==> config.mk <==
export PLATFORM = sky130hd
export DESIGN_NAME = tri_rast_sequencer
export DESIGN_NICKNAME = d
export VERILOG_FILES = /design/src/rtl/tri_rast_sequencer.sv
export SDC_FILE = /design/constraint.sdc
export NUM_CORES = 1
export LEC_CHECK = 0
export ABC_AREA = 0
export BUFFER_PORTS_ARGS = -buffer_cell sky130_fd_sc_hd__buf_2
export CORE_ASPECT_RATIO = 1.4
export CORE_MARGIN = 8
export CORE_UTILIZATION = 50
export CTS_CLUSTER_DIAMETER = 30
export DETAILED_ROUTE_END_ITERATION = 12
export GPL_TIMING_DRIVEN = 0
export PLACE_DENSITY = 0.82
export RECOVER_POWER = 25
export REMOVE_ABC_BUFFERS = 1
export SYNTH_ARGS = -nofsm -noshare
export SYNTH_HDL_FRONTEND = slang
export SYNTH_HIERARCHICAL = 1
export SYNTH_SLANG_ARGS = --single-unit
==> constraint.sdc <==
create_clock -name clk -period 21.3 [get_ports clk]
set_input_delay 3.195 -clock clk [delete_from_list [all_inputs] [get_ports clk]]
set_output_delay 3.195 -clock clk [all_outputs]
set_load 0.005 [all_outputs]
==> src/rtl/tri_rast_sequencer.sv <==
// tri_fifo: small first-word-fall-through FIFO used for the assembled-triangle queue.
// Latency: a write is visible at rd_dat / rd_vld the following cycle.
// Backpressure: rd_rdy pops the head; the writer must never push when full (no guard here).
// Ports: clk, rst (sync, active-high); wr_vld/wr_dat push side; rd_vld/rd_rdy/rd_dat pop side.
module tri_fifo #(
  parameter int WIDTH = 8,
  parameter int DEPTH = 2
) (
  input  logic             clk,
  input  logic             rst,
  input  logic             wr_vld,
  input  logic [WIDTH-1:0] wr_dat,
  output logic             rd_vld,
  input  logic             rd_rdy,
  output logic [WIDTH-1:0] rd_dat
);
  localparam int AW = (DEPTH > 1) ? $clog2(DEPTH) : 1;
  localparam int NW = $clog2(DEPTH + 1);

  logic [WIDTH-1:0] mem [DEPTH];
  logic [AW-1:0]    wr_ptr;
  logic [AW-1:0]    rd_ptr;
  logic [NW-1:0]    count;
  logic             rd;

  function automatic logic [AW-1:0] ptr_inc(input logic [AW-1:0] p);
    return (p == AW'(DEPTH - 1)) ? '0 : p + 1'b1;
  endfunction

  assign rd_vld = (count != '0);
  assign rd_dat = mem[rd_ptr];
  assign rd     = rd_vld && rd_rdy;

  always_ff @(posedge clk) begin
    if (rst) begin
      wr_ptr <= '0;
      rd_ptr <= '0;
      count  <= '0;
      // Storage is cleared so the head reads as zero straight out of reset.
      for (int i = 0; i < DEPTH; i++) mem[i] <= '0;
    end else begin
      if (wr_vld) begin
        mem[wr_ptr] <= wr_dat;
        wr_ptr      <= ptr_inc(wr_ptr);
      end
      if (rd) rd_ptr <= ptr_inc(rd_ptr);
      case ({wr_vld, rd})
        2'b10:   count <= count + 1'b1;
        2'b01:   count <= count - 1'b1;
        default: count <= count;
      endcase
    end
  end
endmodule

// tri_rast_sequencer: issues a triangle's three vertices to a vertex rasterizer and reassembles the returns with a bounding box.
// Latency: accept at T issues at T+1..T+3; out_valid rises the cycle after the third return is counted.
// Backpressure: tri_ready requires a reserved output-FIFO credit, so the FIFO never overflows; out_ready pops and frees a credit.
// Ports: clk/rst; tri_valid/tri_ready/tri_ndc/tri_vertex_3d upstream; vr_valid/vr_ndc_pt/vr_vertex_3d issue;
//        vr_rast_pt/vr_rast_pt_valid returns; out_valid/out_ready/out_pts/out_bbox downstream; err_orphan sticky error.
//        Vector element [0] is x. out_bbox[0..3] = min_x, min_y, max_x, max_y (signed).
module tri_rast_sequencer #(
  parameter int TRI_FIFO_DEPTH = 2,
  parameter int DRAIN_CYCLES   = 16
) (
  input  logic                  clk,
  input  logic                  rst,
  input  logic                  tri_valid,
  output logic                  tri_ready,
  input  logic [2:0][1:0][15:0] tri_ndc,
  input  logic [2:0][2:0][15:0] tri_vertex_3d,
  output logic                  vr_valid,
  output logic [1:0][15:0]      vr_ndc_pt,
  output logic [2:0][15:0]      vr_vertex_3d,
  input  logic [2:0][12:0]      vr_rast_pt,
  input  logic                  vr_rast_pt_valid,
  output logic                  out_valid,
  input  logic                  out_ready,
  output logic [2:0][2:0][12:0] out_pts,
  output logic [3:0][12:0]      out_bbox,
  output logic                  err_orphan
);
  localparam int CW = $clog2(TRI_FIFO_DEPTH + 1);
  localparam int DW = (DRAIN_CYCLES < 1) ? 1 : $clog2(DRAIN_CYCLES + 1);
  localparam int IW = $clog2(3 * TRI_FIFO_DEPTH + 2);

  typedef enum logic [1:0] {IDLE, ISSUE0, ISSUE1, ISSUE2} state_t;

  state_t           state;
  logic [CW-1:0]    credits;
  logic [DW-1:0]    drain_cnt;
  logic [IW-1:0]    inflight;
  logic [1:0]       ret_idx;
  logic [2:0][12:0] stg0, stg1;
  logic [1:0][15:0] lat_ndc1, lat_ndc2;
  logic [2:0][15:0] lat_v1, lat_v2;

  logic draining, accept, pop, ret, ret_ok, push;
  logic [2:0][2:0][12:0] push_pts;
  logic [3:0][12:0]      push_bbox;
  logic [13*13-1:0]      fifo_dat;

  function automatic logic [12:0] smin(input logic [12:0] a, input logic [12:0] b);
    return ($signed(a) < $signed(b)) ? a : b;
  endfunction
  function automatic logic [12:0] smax(input logic [12:0] a, input logic [12:0] b);
    return ($signed(a) > $signed(b)) ? a : b;
  endfunction

  assign draining  = (drain_cnt != '0);
  assign tri_ready = ((state == IDLE) || (state == ISSUE2)) && (credits != '0) && !draining;
  assign accept    = tri_valid && tri_ready;
  assign pop       = out_valid && out_ready;
  // Returns during the post-reset drain belong to an abandoned triangle: dropped silently.
  assign ret       = vr_rast_pt_valid && !draining;
  assign ret_ok    = ret && (inflight != '0);
  assign push      = ret_ok && (ret_idx == 2'd2);

  assign push_pts     = {vr_rast_pt, stg1, stg0};
  assign push_bbox[0] = smin(smin(stg0[0], stg1[0]), vr_rast_pt[0]);
  assign push_bbox[1] = smin(smin(stg0[1], stg1[1]), vr_rast_pt[1]);
  assign push_bbox[2] = smax(smax(stg0[0], stg1[0]), vr_rast_pt[0]);
  assign push_bbox[3] = smax(smax(stg0[1], stg1[1]), vr_rast_pt[1]);

  // Issue FSM; vertex 0 goes straight to the outputs on accept, 1 and 2 are held for the next cycles.
  always_ff @(posedge clk) begin
    if (rst) begin
      state        <= IDLE;
      vr_valid     <= 1'b0;
      vr_ndc_pt    <= '0;
      vr_vertex_3d <= '0;
      lat_ndc1     <= '0;
      lat_ndc2     <= '0;
      lat_v1       <= '0;
      lat_v2       <= '0;
    end else begin
      case (state)
        ISSUE0: begin
          vr_ndc_pt    <= lat_ndc1;
          vr_vertex_3d <= lat_v1;
          state        <= ISSUE1;
        end
        ISSUE1: begin
          vr_ndc_pt    <= lat_ndc2;
          vr_vertex_3d <= lat_v2;
          state        <= ISSUE2;
        end
        default: begin  // IDLE and ISSUE2 share the accept decision
          if (accept) begin
            lat_ndc1     <= tri_ndc[1];
            lat_ndc2     <= tri_ndc[2];
            lat_v1       <= tri_vertex_3d[1];
            lat_v2       <= tri_vertex_3d[2];
            vr_ndc_pt    <= tri_ndc[0];
            vr_vertex_3d <= tri_vertex_3d[0];
            vr_valid     <= 1'b1;
            state        <= ISSUE0;
          end else begin
            vr_valid <= 1'b0;
            state    <= IDLE;
          end
        end
      endcase
    end
  end

  // Credits, drain timer, in-flight tracking and return collector.
  always_ff @(posedge clk) begin
    if (rst) begin
      credits    <= CW'(TRI_FIFO_DEPTH);
      drain_cnt  <= DW'(DRAIN_CYCLES);
      inflight   <= '0;
      ret_idx    <= '0;
      stg0       <= '0;
      stg1       <= '0;
      err_orphan <= 1'b0;
    end else begin
      if (draining) drain_cnt <= drain_cnt - 1'b1;

      case ({accept, pop})
        2'b10: if (credits != '0) credits <= credits - 1'b1;
        2'b01: if (credits != CW'(TRI_FIFO_DEPTH)) credits <= credits + 1'b1;
        default: credits <= credits;
      endcase

      case ({vr_valid, ret_ok})
        2'b10:   inflight <= inflight + 1'b1;
        2'b01:   inflight <= inflight - 1'b1;
        default: inflight <= inflight;
      endcase

      if (ret_ok) begin
        if (ret_idx == 2'd0) stg0 <= vr_rast_pt;
        if (ret_idx == 2'd1) stg1 <= vr_rast_pt;
        ret_idx <= (ret_idx == 2'd2) ? 2'd0 : ret_idx + 1'b1;
      end

      if (ret && (inflight == '0)) err_orphan <= 1'b1;
    end
  end

  tri_fifo #(
    .WIDTH(13 * 13),
    .DEPTH(TRI_FIFO_DEPTH)
  ) u_fifo (
    .clk    (clk),
    .rst    (rst),
    .wr_vld (push),
    .wr_dat ({push_pts, push_bbox}),
    .rd_vld (out_valid),
    .rd_rdy (out_ready),
    .rd_dat (fifo_dat)
  );

  assign {out_pts, out_bbox} = fifo_dat;
endmodule

==> run summary, run 1 <==
The layout has 4920 filler cells. CTS saw 677 sinks. The number of global-route vias before repair was 25800. Count of non-filler cells in the finished layout: 4648.

The area growth from synthesis to layout is 22.2%. The tools report the Yosys warning count as 6. In the routed layout, each cell is associated on average with a via count of 5.49.

The run finished, with violations left. The fmax came out at 88.9 MHz. A synthesized cell averages 9.70 um2. By area the synthesized netlist is led by edfxtp_1, dfxtp_1, nor2_1, a21oi_1, nand2_1. The first-pass iteration count of the detailed router was 6; the detailed placer's ending HPWL was 61.3 mm. The run gives 393 as the number of max-slew violations in the final report.

Setup repair after global routing left no endpoint under its margin. The largest area contributor in the synthesized netlist is edfxtp_1. The cell count after synthesis is 3259, and the total clock buffers created by CTS is 100. In the routed design, unresolved DRC markers number 0.

The number of antenna-violating nets in the routed design came out at 0. Entering global routing, the biggest net connects 147 pins. In this run, post-CTS repair resized a total of 0 instances. STA puts the critical path data arrival time at 11600 ps. The synthesized design contains 338 enable-type register cells.

The tools report the nature of the critical path endpoint as a register. The initialized floorplan defines 109 standard-cell rows. The aggregate global routing overflow is 0. The worst voltage drop across the vdd grid is 0.0728 mV. The summed instance area of the synthesized netlist is 31600 um2, and the proportion of netlist area held by the largest area contributor is 32.1%. The share of total power dissipated in the clock network is 47.9%. CTS built an H-tree with a depth of 3. The logs give 142 mm for the global-route wire length before repair and 91.6 mm for the post-detailed-routing wire length.

The run gives 0 as the total of hold buffers inserted after clock tree synthesis. Once placement completed, the tool counted placed cells totaling 4443. Synthesis instantiated 56 different standard cells from the library. The ratio of cells with drive above 1 in the final layout is 25.2%. In the post-synthesis netlist, the cell with the most instances is nor2_1. Dividing the detail-routed wire length by the instance count gives 19.7 um.

The number of hold-slack violations in the final timing report is 0. The clock passes through at most 3 buffers. The critical path is of the in2reg type.

After synthesis, the share of flip-flops with an asynchronous set or reset is 0%. The die boundary height was 314 um; the number of DRC markers after the initial detailed-route iteration was 2121. Worst hold-check path type: reg2reg. The root buffer cell was clkbuf_16. 537 I/O pins were placed. The tools report the type of origin of the critical path as an input pin. In this run the power density over the cells is 92.1 nW/um2.

The initial antenna violation count was 32; the number of buffers added for setup after CTS was 0. Prior to clock tree synthesis, the placed netlist has a worst setup slack of 14400 ps. Startpoint of the worst-slack reg-to-reg timing path: push_pts[56]$_SDFFE_PP0P_.

The post-route cell area is 38600 um2. The clock transition at the registers of the reported paths was 50 ps. Max-cap violations in this run came to 3. The analysis attributes to net switching a power of 0.904 mW. The area of the core was 62900 um2. The most critical setup path has its startpoint at rst.

The die is 229 um wide. The routability congestion estimate from global placement came out at 0.894. Setup violations remaining at the end of the flow were counted as 0.

STA puts the critical path data required time at 21650 ps. For this run, the share of the core covered by cells in the final layout is 61.5%. In this run, the combinational gates consume 10.7% of the power. TritonCTS built the clock tree.

The pin slew with the least headroom to its limit was 6130 ps. The launch point of the worst hold path is lat_ndc1[8]$_SDFFE_PP0P_. The checks that failed: capacitance limit, slew limit. In this run, flip-flops and latches consume 41.4% of the power.

After synthesis the netlist holds a flip-flop and latch count of 677. The floorplan step defined a die boundary enclosing 71700 um2. The commonest cells after synthesis are nor2_1, nand2_1, a21oi_1.

Net switching is 25.4% of the power. For the final database, setup skew stands at 23.5 ps. For this design the static power due to leakage is 14.6 nW.

The run gives 24.5% as the global-route usage over all layers. The internal portion of the total power is 2.65 mW. After layout, the worst setup slack is 10050 ps.

The post-route minimum period was 11250 ps. Once the floorplan was initialized, standard cells occupied 50.3% of the core. For the area after detailed placement, the log shows 35200 um2.

Summing the sequential cell areas from Yosys gives 53.6% of the chip area. The final clock period utilization by the worst path came out at 52.8%. In this run the worst path has a maximum fanout of 146. The clock latency on the worst-skew pair was 650 ps; the hold slack was 453 ps. The number of nets in the layout came out at 4079. Among all flip-flop cells after synthesis, the most frequent one is dfxtp_1.

The setup check on the worst reg-to-reg path leaves a slack of 15390 ps. For the relative slew slack, the log shows -309%. The number of buffers added on ports is 536. Across all layers, the routed design uses 25500 vias.
## worst max-delay path, cell delays in order
cell      delay [ps]
clkbuf_1        3210
clkbuf_1        4480
nand2b_1         430
nor2_1            70
## power by group through the flow
| stage | sequential, mW | clock [mW] | combinational [mW] |
|---|---|---|---|
| 3_3_place_gp | 1.50 | 0 | 0.385 |
| 3_5_place_dp | 1.50 | 0 | 0.383 |
| 2_1_floorplan | 1.50 | 0 | 0.217 |
| 6_report | 1.47 | 1.70 | 0.379 |
| 4_1_cts | 1.47 | 1.73 | 0.387 |
| 5_1_grt | 1.48 | 1.78 | 0.419 |
## routing by layer
metal / track usage (%) / share of wire [%]
met1: 27.7 / 37
met2: 41.5 / 49
met3: 7.84 / 9.5
met4: 11.8 / 4.6
met5: 0 / 0.21
## layout make-up
type	instances	area (um2)	share of cell area, %
clock inverter	63	742	1.92
multi-input combinational	2287	13500	34.8
timing repair buffer	582	3360	8.68
antenna	16	40.0	0.104
sequential	677	16900	43.8
inverter	65	244	0.631
tap	832	1040	2.69
clock buffer	126	2830	7.31
## cell usage in the layout, fill, tap and decap left out, types with 31 or more instances in the layout
cell type | synthesis | routed
o21ai_0 | 31 | 31
a21oi_1 | 429 | 429
inv_1 | 65 | 65
a22oi_1 | 80 | 80
ha_1 | 81 | 79
edfxtp_1 | 338 | 338
nand2b_1 | 177 | 174
nor2_1 | 602 | 602
clkbuf_1 | 163 | 87
mux2_2 | 143 | 143
dfxtp_1 | 339 | 338
nand2_1 | 502 | 500
buf_2 | 37 | 458
clkbuf_16 | 0 | 105
mux2_4 | 100 | 100
## state kept, by name, summed over array words and instances (netlist names), 3 cells and up, named ones only
register and count:
lat_ndc2 32, vr_vertex_3d 48, lat_v2 48, u_fifo/mem 338, push_pts 78, drain_cnt 5, lat_v1 48, inflight 3
vr_ndc_pt 32, lat_ndc1 32
## cells by family after synthesis
kind of cell	share of synthesized area, %
and+or+nand+nor	18.1
DFF	53.6
AOI/OAI and AO/OA	10.6
buffers and inverters	4.23
muxes	10.0
adders and majority gates	3.27
xor gates and xnor gates	0.222
## through the flow
step	total power, mW	TNS, ps
2_1_floorplan	1.72	0
3_3_place_gp	1.89	-352480
3_5_place_dp	1.88	0
4_1_cts	3.58	0
5_1_grt	3.68	0
6_report	3.56	0
## path summary, 6_finish.rpt
check,endpoint,cells past startpoint
worst max-delay path,u_fifo/mem[0][141]$_SDFFCE_PN0P_,4
worst min register to register,lat_ndc1[8]$_SDFFE_PP0P_,2
worst max register to register,u_fifo/mem[0][25]$_SDFFCE_PN0P_,18
worst min-delay path,lat_ndc1[8]$_SDFFE_PP0P_,2
(Power assumes the default switching activity.)
==> run 2, diff against run 1 <==
Clock period 21.3 ns to 10.85 ns, I/O delays scaled along.
==> run 2 against run 1 <==
  * Setup slack got worse by 6000 ps
  * Design area is 0.28% lower
  * Register-to-register slack got worse by 10000 ps
  * Highest routed layer unchanged
  * Largest cell class unchanged
  * Critical path depth is the same
  * Utilization shrank 0.17 points
  * Sequential share of layout area up 0.11 points
  * Worst hold slack is essentially flat
  * Non-clock buffer count did not move
  * The flow still finishes with violations (capacitance limit, slew limit)
  * Via count rose by 0.40%
==> run summary, run 2 (synthesis gave the netlist of run 1 again) <==
The maximum clock insertion buffer count came out at 3 (unchanged). The run gives 14.6 nW (-0.60%) as the cell leakage power. The root buffer cell chosen for the clock tree is clkbuf_16.

The via density per instance is 5.51 (+0.40%). For the combinational group share of total power, the log shows 10.6% (about the same). Setup repair after global routing left no endpoint under its margin.

The run gives 61.3 mm (unchanged) as the detailed placer's ending HPWL. The critical path required time came out at 11130 ps (-10520 ps). The number of global-route vias before repair is 25800 (unchanged).

The starting utilization of the core area is 50.3% (unchanged). The tools report the number of max-slew violations in the final report as 184 (-53%). The number of rows in the core area is 109 (unchanged), and the post-detailed-routing wire length is 91.8 mm (+0.15%).

The run gives 61.3% (-0.17 points) as the fraction of the core area covered by cells at the end of the flow. For the number of buffers added for setup after CTS, the log shows 0 (unchanged). The type of origin of the critical path is an input pin. The post-detailed-route DRC marker count came out at 0 (unchanged).

The total instance count after detailed placement is 4443 (unchanged). Counting flops per register, the top entry is u_fifo/mem. The worst setup path is of the in2reg kind. The flip-flop count of the largest register, all copies and words added came out at 338 (unchanged).

The fraction of power consumed by the clock network was 47.9% (about the same); the total clock sinks was 677 (unchanged). The slowest stage of the critical path belongs to the cell clkbuf_1. The tools report the total of hold buffers inserted after clock tree synthesis as 0 (unchanged). Cell occurring most often along the worst timing path: buf_16. Relative to the synthesized area, the layout overhead comes to 21.9%.

The worst-case setup slack after placement is 5090 ps (-9310 ps). TritonCTS built the clock tree. The power density relative to cell area is 181 nW/um2 (+97%). The clock transition at the registers of the reported paths was 50 ps (about the same); the initial antenna violation count was 32 (unchanged).

For the global-route wire length before repair, the log shows 142 mm (unchanged). Broken down by cell family, the worst path's largest delay share belongs to buffers and inverters. Number of buffer and inverter instances along the worst setup path: 3 (+1). The level count of the clock H-tree came out at 3 (unchanged). The total clock buffers created by CTS was 100 (unchanged); the total die area was 71700 um2 (unchanged). The net switching power figure came out at 1.78 mW (+96%). The run finished, with violations left. The maximum fanout along the worst path works out to 113 (-23%). Leaving out fill and tap cells, the most frequent cell in the layout is nor2_1. The least setup slack across all paths after layout came out at 4000 ps (-6040 ps).

Derived from the worst setup path, the maximum achievable clock frequency is 146 MHz. The number of antenna-violating nets in the routed design is 0 (unchanged), and the final clock period utilization by the worst path is 63.1%. The aggregate global routing overflow came out at 0 (unchanged).

The hold slack was 452 ps (-0.357 ps). The tools report the worst voltage drop across the vdd grid as 0.141 mV (+94%). The average wire per cell in the routed design was 19.7 um (+0.15%). The number of hold-slack violations in the final timing report is 0 (unchanged), and the relative slew slack is -229% (+80 points). The ratio of cells with drive above 1 in the final layout was 24.1% (-1.2 points).

STA classifies the critical path endpoint as a register. The run gives 5.20 mW (+96%) as the internal power of the cells. The tools report the post-cts gate resize count as 0 (unchanged). The clock tree skew after final layout came out at 19.8 ps (-3.76 ps).

The logs give 7130 ps (-4470 ps) for the data arrival time of the critical path and 4079 (unchanged) for the number of nets in the layout. The routability congestion estimate from global placement was 0.894 (unchanged). The pin slew with the least headroom to its limit was 4930 ps (-1200 ps).

Worst hold-check path type: reg2reg. The pin count of the biggest net entering global routing is 147 (unchanged), and the number of buffers added on ports is 536 (unchanged). The logs give 0 (unchanged) for the final setup violation count and 41.4% (about the same) for the part of the total power dissipated in sequential elements. The die boundary height was 314 um (unchanged). The delay of the slowest cell on the worst path came out at 3360 ps (-1120 ps).

The count of non-filler cells in the finished layout is 4648 (unchanged). The logs give 5 (-1) for the first-pass iteration count of the detailed router and 640 ps (about the same) for the clock latency on the worst-skew pair. The number of DRC markers after the initial detailed-route iteration came out at 1989 (-6.2%). Global-route usage over all layers: 24.5% (unchanged).

The total vias in the final route is 25600 (+0.40%). The final reports fail on capacitance limit, slew limit. In the layout the commonest cells are nor2_1, nand2_1, buf_2.

The logs give 3 (unchanged) for the max-capacitance violation count and 62900 um2 (unchanged) for the area of the core. The worst path needs 6850 ps of the cycle, external delays included. The number of primary I/O pins is 537 (unchanged), and the overall die width is 229 um (unchanged). Switching part of the total: 25.4% (+0.026 points). The signal on the critical path passes through clkbuf_1 -> nand2b_4 -> buf_16 -> buf_16.
## run 2: cell count changes in the layout (fill, tap and decap cells not counted), sizes merged
cell | previous run | this run
buf | 504 | 492
clkbuf | 204 | 216
## run 2: power groups by stage
stage          logic [mW]  clock network (mW)  registers [mW]
2_1_floorplan       0.425                   0            2.94
3_3_place_gp        0.756                   0            2.95
3_5_place_dp        0.753                   0            2.94
4_1_cts             0.759                3.39            2.89
5_1_grt             0.820                3.49            2.91
6_report            0.743                3.35            2.89
## run 2: path summary, 6_finish.rpt
kind                        startpoint                              end  slack, ps  cells past startpoint
max                                rst  u_fifo/mem[0][65]$_SDFFCE_PN0P_       4000                      4
min            lat_v1[25]$_SDFFE_PP0P_          lat_v1[25]$_SDFFE_PP0P_        450                      2
max reg2reg  push_pts[56]$_SDFFE_PP0P_  u_fifo/mem[0][25]$_SDFFCE_PN0P_       4960                     19
min reg2reg    lat_v1[25]$_SDFFE_PP0P_          lat_v1[25]$_SDFFE_PP0P_        450                      2
## run 2: final cells by class
cell class | instances | area (um2)
Sequential cell | 677 | 16900
Antenna cell | 16 | 40.0
Clock buffer | 126 | 2830
Inverter | 65 | 244
Timing Repair Buffer | 582 | 3360
Tap cell | 832 | 1040
Multi-Input combinational cell | 2287 | 13300
Fill cell | 4971 | 24300
Clock inverter | 63 | 742
## run 2: metrics by stage
stage / cell area, um2 / TNS, ps / power (mW)
finish: 38500 / 0 / 6.98
global route: 38500 / 0 / 7.22
CTS: 38800 / 0 / 7.04
detailed placement: 35200 / 0 / 3.69
global placement: 34200 / -4050020 / 3.71
floorplan: 30500 / -262020 / 3.37
## run 2: worst min-delay path: stages, from the launching register on
cell and delay, ps:
dfxtp_1 300, nand2_1 50, a21oi_1 50
## run 2: metal layers
layer	share of wire (%)	up-vias	GRT usage, %	routed length [um]
met5	0.21	-	0	189
met4	4.7	30	11.8	4300
met3	9.3	262	7.84	8550
met2	49	1113	41.5	44900
met1	37	12100	27.7	33800
li1	-	12100	-	-
